===== src/rtl/sevenseg_decoder.sv =====
`default_nettype none
// ============================================================================
// Module   : sevenseg_decoder
// Brief    : Recovers a 4-digit BCD frame from a multiplexed, active-low
//            7-segment anode/segment drive.
// Revision : 1.0  initial release
// ============================================================================
module sevenseg_decoder #(
    parameter int SETTLE  = 4,
    parameter int TIMEOUT = 100000
) (
    input  logic        msclk,
    input  logic        RST,
    input  logic [3:0]  an_in,
    input  logic [7:0]  seg_in,
    output logic [15:0] digits,
    output logic [3:0]  blank,
    output logic [3:0]  dp,
    output logic        frame_valid,
    output logic        err,
    output logic        active
);

    localparam int                  c_IDLE_W   = $clog2(TIMEOUT + 1);
    localparam logic [c_IDLE_W-1:0] c_IDLE_MAX = c_IDLE_W'(TIMEOUT);
    localparam logic [3:0]          c_CNT_MAX  = 4'(SETTLE);
    localparam logic [3:0]          c_CNT_PRE  = 4'(SETTLE - 1);
    localparam logic [11:0]         c_PIN_IDLE = {4'b1111, 8'hFF};

    // Input synchronizer and history
    logic [11:0]         r_s1;
    logic [11:0]         r_s2;
    logic [11:0]         r_s3;
    logic [3:0]          r_cnt;

    // Frame assembly
    logic [15:0]         r_shadow;
    logic [3:0]          r_shadow_blank;
    logic [3:0]          r_shadow_dp;
    logic [3:0]          r_seen;

    // Delivered frame and status
    logic [15:0]         r_digits;
    logic [3:0]          r_blank;
    logic [3:0]          r_dp;
    logic                r_frame_valid;
    logic                r_err;
    logic [c_IDLE_W-1:0] r_idle;
    logic                r_delivered;

    logic                w_stable;
    logic                w_accept;
    logic [3:0]          w_an;
    logic [7:0]          w_seg;
    logic [3:0]          w_sel;
    logic                w_none;
    logic                w_onehot;
    logic                w_code_ok;
    logic                w_is_blank;
    logic [3:0]          w_value;
    logic                w_legal;
    logic                w_illegal;
    logic                w_frame_done;
    logic [3:0]          w_seen_base;

    assign w_stable     = (r_s2 == r_s3);
    assign w_accept     = w_stable && (r_cnt == c_CNT_PRE);
    assign w_an         = r_s3[11:8];
    assign w_seg        = r_s3[7:0];
    assign w_sel        = ~w_an;
    assign w_none       = (w_an == 4'b1111);
    assign w_onehot     = (w_sel != 4'd0) && ((w_sel & (w_sel - 4'd1)) == 4'd0);
    assign w_legal      = w_accept && w_onehot && w_code_ok;
    assign w_illegal    = w_accept && !w_none && !(w_onehot && w_code_ok);
    assign w_frame_done = (r_seen == 4'b1111);
    // A completing frame frees all seen bits before this edge's accept lands
    assign w_seen_base  = w_frame_done ? 4'b0000 : r_seen;

    // Active-low segment pattern (g..a) to BCD value
    always_comb begin
        w_code_ok  = 1'b1;
        w_is_blank = 1'b0;
        w_value    = 4'd0;
        case (w_seg[6:0])
            7'h40:   w_value = 4'd0;
            7'h79:   w_value = 4'd1;
            7'h24:   w_value = 4'd2;
            7'h30:   w_value = 4'd3;
            7'h19:   w_value = 4'd4;
            7'h12:   w_value = 4'd5;
            7'h02:   w_value = 4'd6;
            7'h78:   w_value = 4'd7;
            7'h00:   w_value = 4'd8;
            7'h10:   w_value = 4'd9;
            7'h7F:   w_is_blank = 1'b1;
            default: w_code_ok = 1'b0;
        endcase
    end

    always_ff @(posedge msclk) begin
        if (RST) begin
            r_s1  <= c_PIN_IDLE;
            r_s2  <= c_PIN_IDLE;
            r_s3  <= c_PIN_IDLE;
            r_cnt <= 4'd0;
        end else begin
            r_s1 <= {an_in, seg_in};
            r_s2 <= r_s1;
            r_s3 <= r_s2;
            if (!w_stable) begin
                r_cnt <= 4'd0;
            end else if (r_cnt != c_CNT_MAX) begin
                r_cnt <= r_cnt + 4'd1;
            end
        end
    end

    always_ff @(posedge msclk) begin
        if (RST) begin
            r_shadow       <= 16'h0000;
            r_shadow_blank <= 4'b0000;
            r_shadow_dp    <= 4'b0000;
            r_seen         <= 4'b0000;
            r_err          <= 1'b0;
        end else begin
            r_err <= w_illegal;
            if (w_illegal) begin
                r_seen <= 4'b0000;
            end else if (w_legal) begin
                r_seen <= w_seen_base | w_sel;
            end else begin
                r_seen <= w_seen_base;
            end
            for (int k = 0; k < 4; k++) begin
                if (w_legal && w_sel[k]) begin
                    r_shadow[4*k +: 4] <= w_is_blank ? 4'd0 : w_value;
                    r_shadow_blank[k]  <= w_is_blank;
                    r_shadow_dp[k]     <= ~w_seg[7];
                end
            end
        end
    end

    always_ff @(posedge msclk) begin
        if (RST) begin
            r_digits      <= 16'h0000;
            r_blank       <= 4'b1111;
            r_dp          <= 4'b0000;
            r_frame_valid <= 1'b0;
            r_delivered   <= 1'b0;
        end else begin
            r_frame_valid <= w_frame_done;
            if (w_frame_done) begin
                r_digits    <= r_shadow;
                r_blank     <= r_shadow_blank;
                r_dp        <= r_shadow_dp;
                r_delivered <= 1'b1;
            end
        end
    end

    // Only accepted digit/blank codes count as activity, not blanking gaps
    always_ff @(posedge msclk) begin
        if (RST) begin
            r_idle <= '0;
        end else if (w_legal) begin
            r_idle <= '0;
        end else if (r_idle != c_IDLE_MAX) begin
            r_idle <= r_idle + 1'b1;
        end
    end

    assign digits      = r_digits;
    assign blank       = r_blank;
    assign dp          = r_dp;
    assign frame_valid = r_frame_valid;
    assign err         = r_err;
    assign active      = r_delivered && (r_idle < c_IDLE_MAX);

endmodule
`default_nettype wire


===== config.mk =====
export PLATFORM = sky130hd
export DESIGN_NAME = sevenseg_decoder
export DESIGN_NICKNAME = d
export VERILOG_FILES = /design/src/rtl/sevenseg_decoder.sv
export SDC_FILE = /design/constraint.sdc
export NUM_CORES = 1
export LEC_CHECK = 0
export ABC_AREA = 1
export BUFFER_PORTS_ARGS = -buffer_cell sky130_fd_sc_hd__buf_2
export CORE_MARGIN = 3
export CORE_UTILIZATION = 30
export DETAILED_ROUTE_END_ITERATION = 16
export PLACE_DENSITY = 0.55
export RECOVER_POWER = 25
export SKIP_LAST_GASP = 1
export SYNTH_ARGS = -nofsm -noshare
export SYNTH_HDL_FRONTEND = slang
export SYNTH_SLANG_ARGS = --single-unit

===== constraint.sdc =====
create_clock -name msclk -period 1.6 [get_ports msclk]
set_clock_uncertainty 0.1 [all_clocks]
set_input_delay 0.16 -clock msclk [delete_from_list [all_inputs] [get_ports msclk]]
set_output_delay 0.16 -clock msclk [all_outputs]
set_load 0.02 [all_outputs]

==> results of run 1 <==
==> stage by stage <==
stage	hold slack [ns]	utilization (%)	power, mW
after CTS	0.172	41.9	5.64
after floorplan	0.164	-	3.10
after detailed placement	0.248	36.7	3.23
after global placement	0.241	36.7	3.22
after global routing	0.200	43.0	5.82
final	0.157	43.0	5.58
==> cells in the final DEF, fill, tap and decap left out, types with 12 or more instances in the layout <==
cell type,n
or2_2,29
nand2_1,122
nand2_2,13
o21ai_0,21
nor2_2,14
dlygate4sd3_1,12
buf_2,38
nor2_1,63
nand4_1,13
inv_1,68
dfxtp_1,96
a21oi_1,33
buf_4,50
nand3_1,15
==> cells in the mapped netlist <==
cell        n  area share (%)
or2_2      29             4.0
a211oi_1    1            0.16
nor2_4      2            0.49
xnor2_1     5            0.95
clkbuf_1   13             1.1
nand3_1    24             2.6
inv_1      76             6.2
nor2_2      1            0.14
o21ai_0    22             2.4
nor2_1     84             6.9
clkinv_1    1           0.082
nand4_4     4             1.9
dfxtp_1   112              49
a21oi_1    40             4.4
nand3b_1    1            0.16
nor3_2      2            0.44
o21ai_4     1            0.35
ha_1        4             1.1
nand2_1   138              11
buf_6       1            0.25
nand4_1    13             1.8
a31oi_1     1            0.14
nor4_1      2            0.27
nand3_4     1            0.38
nand2_4     1            0.25
nor3_1      5            0.55
inv_2       4            0.33
xor2_1      9             1.7
buf_1       1           0.082
o211ai_1    4            0.65
a21oi_2     1            0.19
==> tightest hold or removal path, cell delays in order <==
cell	delay, ns
clkbuf_1	0.09
buf_4	0.22
nor2_4	0.10
==> how the worst max path moves through the flow <==
stage	startpoint	end	slack, ns
after floorplan	r_s3[6]$_SDFF_PP1_	r_idle[15]$_SDFFE_PP0N_	-0.07
after global placement	r_s3[5]$_SDFF_PP1_	r_shadow_blank[1]$_SDFFE_PP0P_	-0.19
after detailed placement	r_s3[0]$_SDFF_PP1_	r_shadow[6]$_SDFFE_PP0P_	-0.23
after CTS	r_s3[5]$_SDFF_PP1_	r_idle[8]$_SDFFE_PP0N_	-0.15
after global routing	r_s3[2]$_SDFF_PP1_	r_shadow_blank[0]$_SDFFE_PP0P_	-0.29
final	r_s3[5]$_SDFF_PP1_	r_shadow[3]$_SDFFE_PP0P_	-0.18
==> where the power goes <==
group / total, mW / switching, mW / internal [mW] / leakage [nW]
Combinational: 0.417 / 0.225 / 0.193 / 1.91
Sequential: 2.85 / 0.0287 / 2.82 / 0.910
Clock: 2.31 / 1.04 / 1.27 / 0.151
==> kinds of logic (layout without fill, tap and decap cells) <==
logic type / count (synthesis) / count (layout) / synth area share (%)
buffers and inverters: 96 / 212 / 8.02
AND/OR/NAND/NOR: 307 / 310 / 31.1
adder cells (fa/ha/maj): 4 / 4 / 1.09
AO/OA/AOI/OAI: 70 / 70 / 8.27
XOR/XNOR: 14 / 14 / 2.67
flip-flops: 112 / 112 / 48.9
==> final cells by class <==
| cell class | count | area [µm²] |
|---|---|---|
| clock buffer | 11 | 243 |
| clock inverter | 5 | 61.3 |
| fill | 1487 | 8410 |
| inverter | 81 | 307 |
| multi-input combinational | 398 | 2310 |
| sequential | 112 | 2270 |
| tap | 184 | 230 |
| timing repair buffer | 115 | 912 |
==> timing repair <==
| action | 4_1_cts | 5_1_grt |
|---|---|---|
| pin swaps | 26 | 19 |
| hold buffers | 12 | 0 |
| endpoints found under the hold margin | 12 | 0 |
| buffers inserted | 15 | 1 |
| gates cloned | 3 | 0 |
| resized for setup | 59 | 43 |
| setup endpoints to repair | 47 | 47 |
==> registers in the layout (all words and copies together) (netlist names), 4 cells and up <==
name and count:
r_s1 12, r_shadow_dp 4, r_seen 4, blank 4
r_shadow 16, digits 16, r_cnt 4, r_s2 12
r_s3 12, r_shadow_blank 4, r_idle 17, dp 4
==> layer usage <==
layer  GRT usage [%]  up-vias  part of all wire, %
met4            4.83        0                  2.3
met5               0        -                    0
met2            23.7      107                   49
met1            16.0     1863                   44
li1                -     2121                    -
met3            3.79       24                  4.8
==> flow_summary.json, run 1 <==
{
  "outcome": "complete, but fails checks",
  "violations": "setup timing",
  "die_y_um": 130,
  "synthCells": 603,
  "min_period_over_period_pct": 111,
  "setup.worst_path.start_class": "flop",
  "grt_util_all_layers_pct": 13.6,
  "peakVddDrop_uv": 534,
  "ff2ff_path_depth": 11,
  "place_area_mm2": 0.00542,
  "hold_violations": 0,
  "cp.arrival_ns": 1.93,
  "r2r_start": "r_s3[5]$_SDFF_PP1_",
  "crit_cells": 11,
  "crit_top_cell": "nand2_1",
  "syn_to_final_growth_pct": 38.3,
  "synth_nets": 621,
  "seq_area_frac_synth_pct": 48.9,
  "ys_seq_elements": 112,
  "drc": 0,
  "final_antenna_net_count": 0,
  "diodes": 0,
  "core-area_mm2": 0.0148,
  "drtIter0Drc": 245,
  "cts_sinks": 112,
  "critical_path_class": "reg -> reg",
  "p_leak_nw": 2.98,
  "max_freq_ghz": 0.561,
  "reg2reg_slack_ns": -0.18,
  "ioPinCount": 41,
  "worst_pin_slew_ns": 0.612,
  "power_density_mw_per_mm2": 880,
  "setup_violations": 47,
  "r2r-end": "r_shadow[3]$_SDFFE_PP0P_",
  "clk_latency_ns": 0.35,
  "crit_required_ns": 1.75,
  "worstHoldEndpoint": "err$_SDFF_PP0_",
  "syn_area_mm2": 0.00459,
  "place_hpwl_um": 7310,
  "core.rowCount": 44,
  "nNetsFinal": 735,
  "grt_pass1_wl_um": 18400,
  "cp_cell_sequence": "buf_6, nor3_4, nand2_1, nand2_2, nor2_2, nand3_4, nand2_8, nor2_4, nand3_1, nand2_1, nor2_1",
  "numCtsBuffers": 9,
  "post_drt_wl_per_cell_um": 12.1,
  "grt_pass1_vias": 4050,
  "cpPeakStageDelay_ns": 0.37,
  "place_inst": 860,
  "synthDistinctLibCells": 31,
  "yosys_warnings": 0,
  "min_from": "RST",
  "vias": 4115,
  "vias_per_cell": 4.54,
  "htree_levels": 3,
  "cts_root_buf": "clkbuf_16",
  "design.die.area_mm2": 0.0168,
  "place_congestion": 0.815,
  "stdcell_count": 906,
  "overflow": 0,
  "clockBufferDepth": 2,
  "fin_setup_tns_ns": -6.61,
  "place_ws_ns": -0.229,
  "rsz0062_at_grt": "true",
  "wl_um": 11000,
  "antenna_found_initial": 0,
  "cts_tree": "done",
  "io_buffers": 40,
  "die_x_um": 130,
  "drive_gt1_share_pct": 33.9,
  "grt_max_degree": 41,
  "start_util_pct": 31.1,
  "max_slew_margin_pct": 59.2,
  "drt_pass1_iterations": 4,
  "cp-end-kind": "flop",
  "setup_slack_ns": -0.181,
  "synth.avg_cell_area_um2": 7.60,
  "worstHoldPathCells": 3,
  "period_minus_slack_ns": 1.78,
  "design_area_mm2": 0.00634,
  "cap_viol_max_count": 0,
  "worst-path-buf-inv": 1,
  "slowest_stage": "dfxtp_4",
  "critical-path-top-delay-family": "simple AND/OR/NAND/NOR gates",
  "path_clk_slew_ns": 0.07,
  "path_max_fanout": 5,
  "slew_viol_final": 0,
  "hold_class": "in -> reg"
}
No activity file was read; power rests on OpenSTA's default activity.
==> run 2: changes to the inputs <==
--- a/config.mk
+++ b/config.mk
@@ -12,3 +12,3 @@
 export DETAILED_ROUTE_END_ITERATION = 16
-export PLACE_DENSITY = 0.55
+export PLACE_DENSITY = 0.53
 export RECOVER_POWER = 25
==> constraint.sdc (replaced) <==
create_clock -name msclk -period 2.05 [get_ports msclk]
set_clock_uncertainty 0.1 [all_clocks]
set_input_delay 0.205 -clock msclk [delete_from_list [all_inputs] [get_ports msclk]]
set_output_delay 0.205 -clock msclk [all_outputs]
set_load 0.05 [all_outputs]
==> run 2 against run 1 <==
Compared with the run above: the flow now finishes without violations; first-iteration DRC count down 24%; sequential share of layout area up 4.5 points; die area unchanged; critical path depth down 1; count of clock-buffer cells in the layout down 2; critical endpoint is now r_shadow[6]$_SDFFE_PP0P_.
==> flow_summary.json, run 2 (synthesis results as in run 1) <==
{
  "core-area_mm2": 0.0148,
  "outcome": "finished, final reports clean",
  "diodes": 0,
  "total_power_mw": 4.36,
  "ioPinCount": 41,
  "setup_violations": 0,
  "rsz0062_at_grt": "false",
  "place_ws_ns": 0.0636,
  "htree_levels": 3,
  "layout_common_cells": "138 x nand2_1, 110 x dfxtp_1, 80 x nor2_1, 75 x inv_1, 40 x a21oi_1",
  "worst_pin_slew_ns": 0.709,
  "max_slew_margin_pct": 52.2,
  "vias": 3789,
  "place_hpwl_um": 6910,
  "drt_pass1_iterations": 4,
  "period_minus_slack_ns": 1.87,
  "antenna_found_initial": 0,
  "clkPwrFrac_pct": 43.7,
  "min_period_over_period_pct": 91.5,
  "regMostFlops": "r_idle",
  "cp_cell_sequence": "inv_1, nor3_2, nand2_1, nand2_1, nor2_1, nand3_4, buf_4, nand4_4, nor2_1, nor2_1",
  "design.die.area_mm2": 0.0168,
  "drive_gt1_share_pct": 18.2,
  "largest_reg_flops": 17,
  "final_antenna_net_count": 0,
  "syn_to_final_growth_pct": 21.3,
  "fin_setup_tns_ns": 0,
  "cap_viol_max_count": 0,
  "worst_hold_slack_ns": 0.205,
  "hold_class": "in -> reg",
  "core.rowCount": 44,
  "place_congestion": 0.863,
  "die_x_um": 130,
  "critical_path_class": "reg -> reg",
  "reg2reg_slack_ns": 0.18,
  "switching_share_pct": 22.3,
  "p_sw_mw": 0.974,
  "drtIter0Drc": 185,
  "max_freq_ghz": 0.533,
  "peakVddDrop_uv": 569,
  "numCtsBuffers": 9,
  "grt_pass1_vias": 3583,
  "clockBufferDepth": 2,
  "grt_max_degree": 33,
  "internal_power_mw": 3.39,
  "die_y_um": 130,
  "grt_util_all_layers_pct": 12.1,
  "fill_cells": 1530,
  "p_comb_share_pct": 5.1,
  "slowest_stage": "dfxtp_1",
  "nNetsFinal": 684,
  "crit_top_cell": "nor2_1",
  "cts_tree": "done",
  "p_leak_nw": 2.67,
  "final_common_cell": "nand2_1",
  "hold_violations": 0,
  "path_clk_slew_ns": 0.07,
  "clk_latency_ns": 0.35,
  "grt_pass1_wl_um": 16400,
  "cp.arrival_ns": 2.03,
  "power_frac_seq_pct": 51.1,
  "drc": 0,
  "min_from": "RST",
  "setup.worst_path.start_class": "flop",
  "critical-path-top-delay-family": "simple AND/OR/NAND/NOR gates",
  "power_density_mw_per_mm2": 784,
  "setup_slack_ns": 0.175,
  "cts_sinks": 112,
  "vias_per_cell": 4.43,
  "cpPeakStageDelay_ns": 0.39,
  "worst-path-buf-inv": 2,
  "slew_viol_final": 0,
  "start_util_pct": 31.1,
  "io_buffers": 40,
  "final_util_pct": 37.7,
  "post_drt_wl_per_cell_um": 11.4,
  "cts_root_buf": "clkbuf_16",
  "cp-end-kind": "flop",
  "r2r_start": "r_s3[4]$_SDFF_PP1_",
  "crit_start": "r_s3[4]$_SDFF_PP1_",
  "wl_um": 9740,
  "overflow": 0,
  "path_max_fanout": 9,
  "crit_required_ns": 2.20
}
-- run 2: cell count changes in the layout (fill, tap and decap cells not counted), sizes merged --
cell      before  now
bufinv         1    2
clkbuf        12   11
nand4         20   18
buf          102   52
inv           83   82
clkinvlp       0    2
-- run 2: per-layer routing --
metal  GRT usage [%]  up-vias  part of all wire [%]
met1            15.2     1720                    48
li1                -     2009                     -
met4            5.01        0                   2.3
met5               0        -                     0
met2            20.1       47                    46
met3            2.89       13                   3.5
-- run 2: final timing paths --
kind,endpoint,depth (start not counted)
setup reg to reg,r_shadow[6]$_SDFFE_PP0P_,10
hold / removal,r_s3[11]$_SDFF_PP1_,3
hold reg to reg,r_s2[11]$_SDFF_PP1_,1
setup / recovery,r_shadow[6]$_SDFFE_PP0P_,10
-- run 2: worst register-to-register path: stages (launching register included) --
cell,delay [ns]
dfxtp_1,0.39
inv_1,0.10
nor3_2,0.25
nand2_1,0.09
nand2_1,0.09
nor2_1,0.07
nand3_4,0.08
buf_4,0.20
nand4_4,0.21
nor2_1,0.14
nor2_1,0.05
-- run 2: layout make-up --
type	instances	area, µm²	area share [%]
clock inverter	7	103	1.84
sequential	112	2240	40.4
inverter	81	304	5.47
clock buffer	9	225	4.05
multi-input combinational	396	2000	35.9
timing repair buffer	66	458	8.23
tap	184	230	4.14
-- run 2: power groups by stage --
stage	logic, mW	clock network, mW	registers, mW
2_1_floorplan	0.142	0	2.28
3_3_place_gp	0.200	0	2.28
3_5_place_dp	0.202	0	2.28
4_1_cts	0.220	1.98	2.23
5_1_grt	0.253	2.07	2.24
6_report	0.224	1.91	2.23
-- run 2: per-stage QoR --
step / cell area, µm² / cells
after floorplan: 4590 / 603
after global placement: 5070 / 825
after detailed placement: 5070 / 825
after CTS: 5520 / 853
after global routing: 5560 / 855
final: 5560 / 855
-- run 2: what timing repair did --
item                                    in CTS  in global routing
resized for setup                            0                  9
hold buffers                                12                  0
endpoints found under the setup margin       0                 29
buffers inserted                             0                  1
hold endpoints to repair                    12                  0
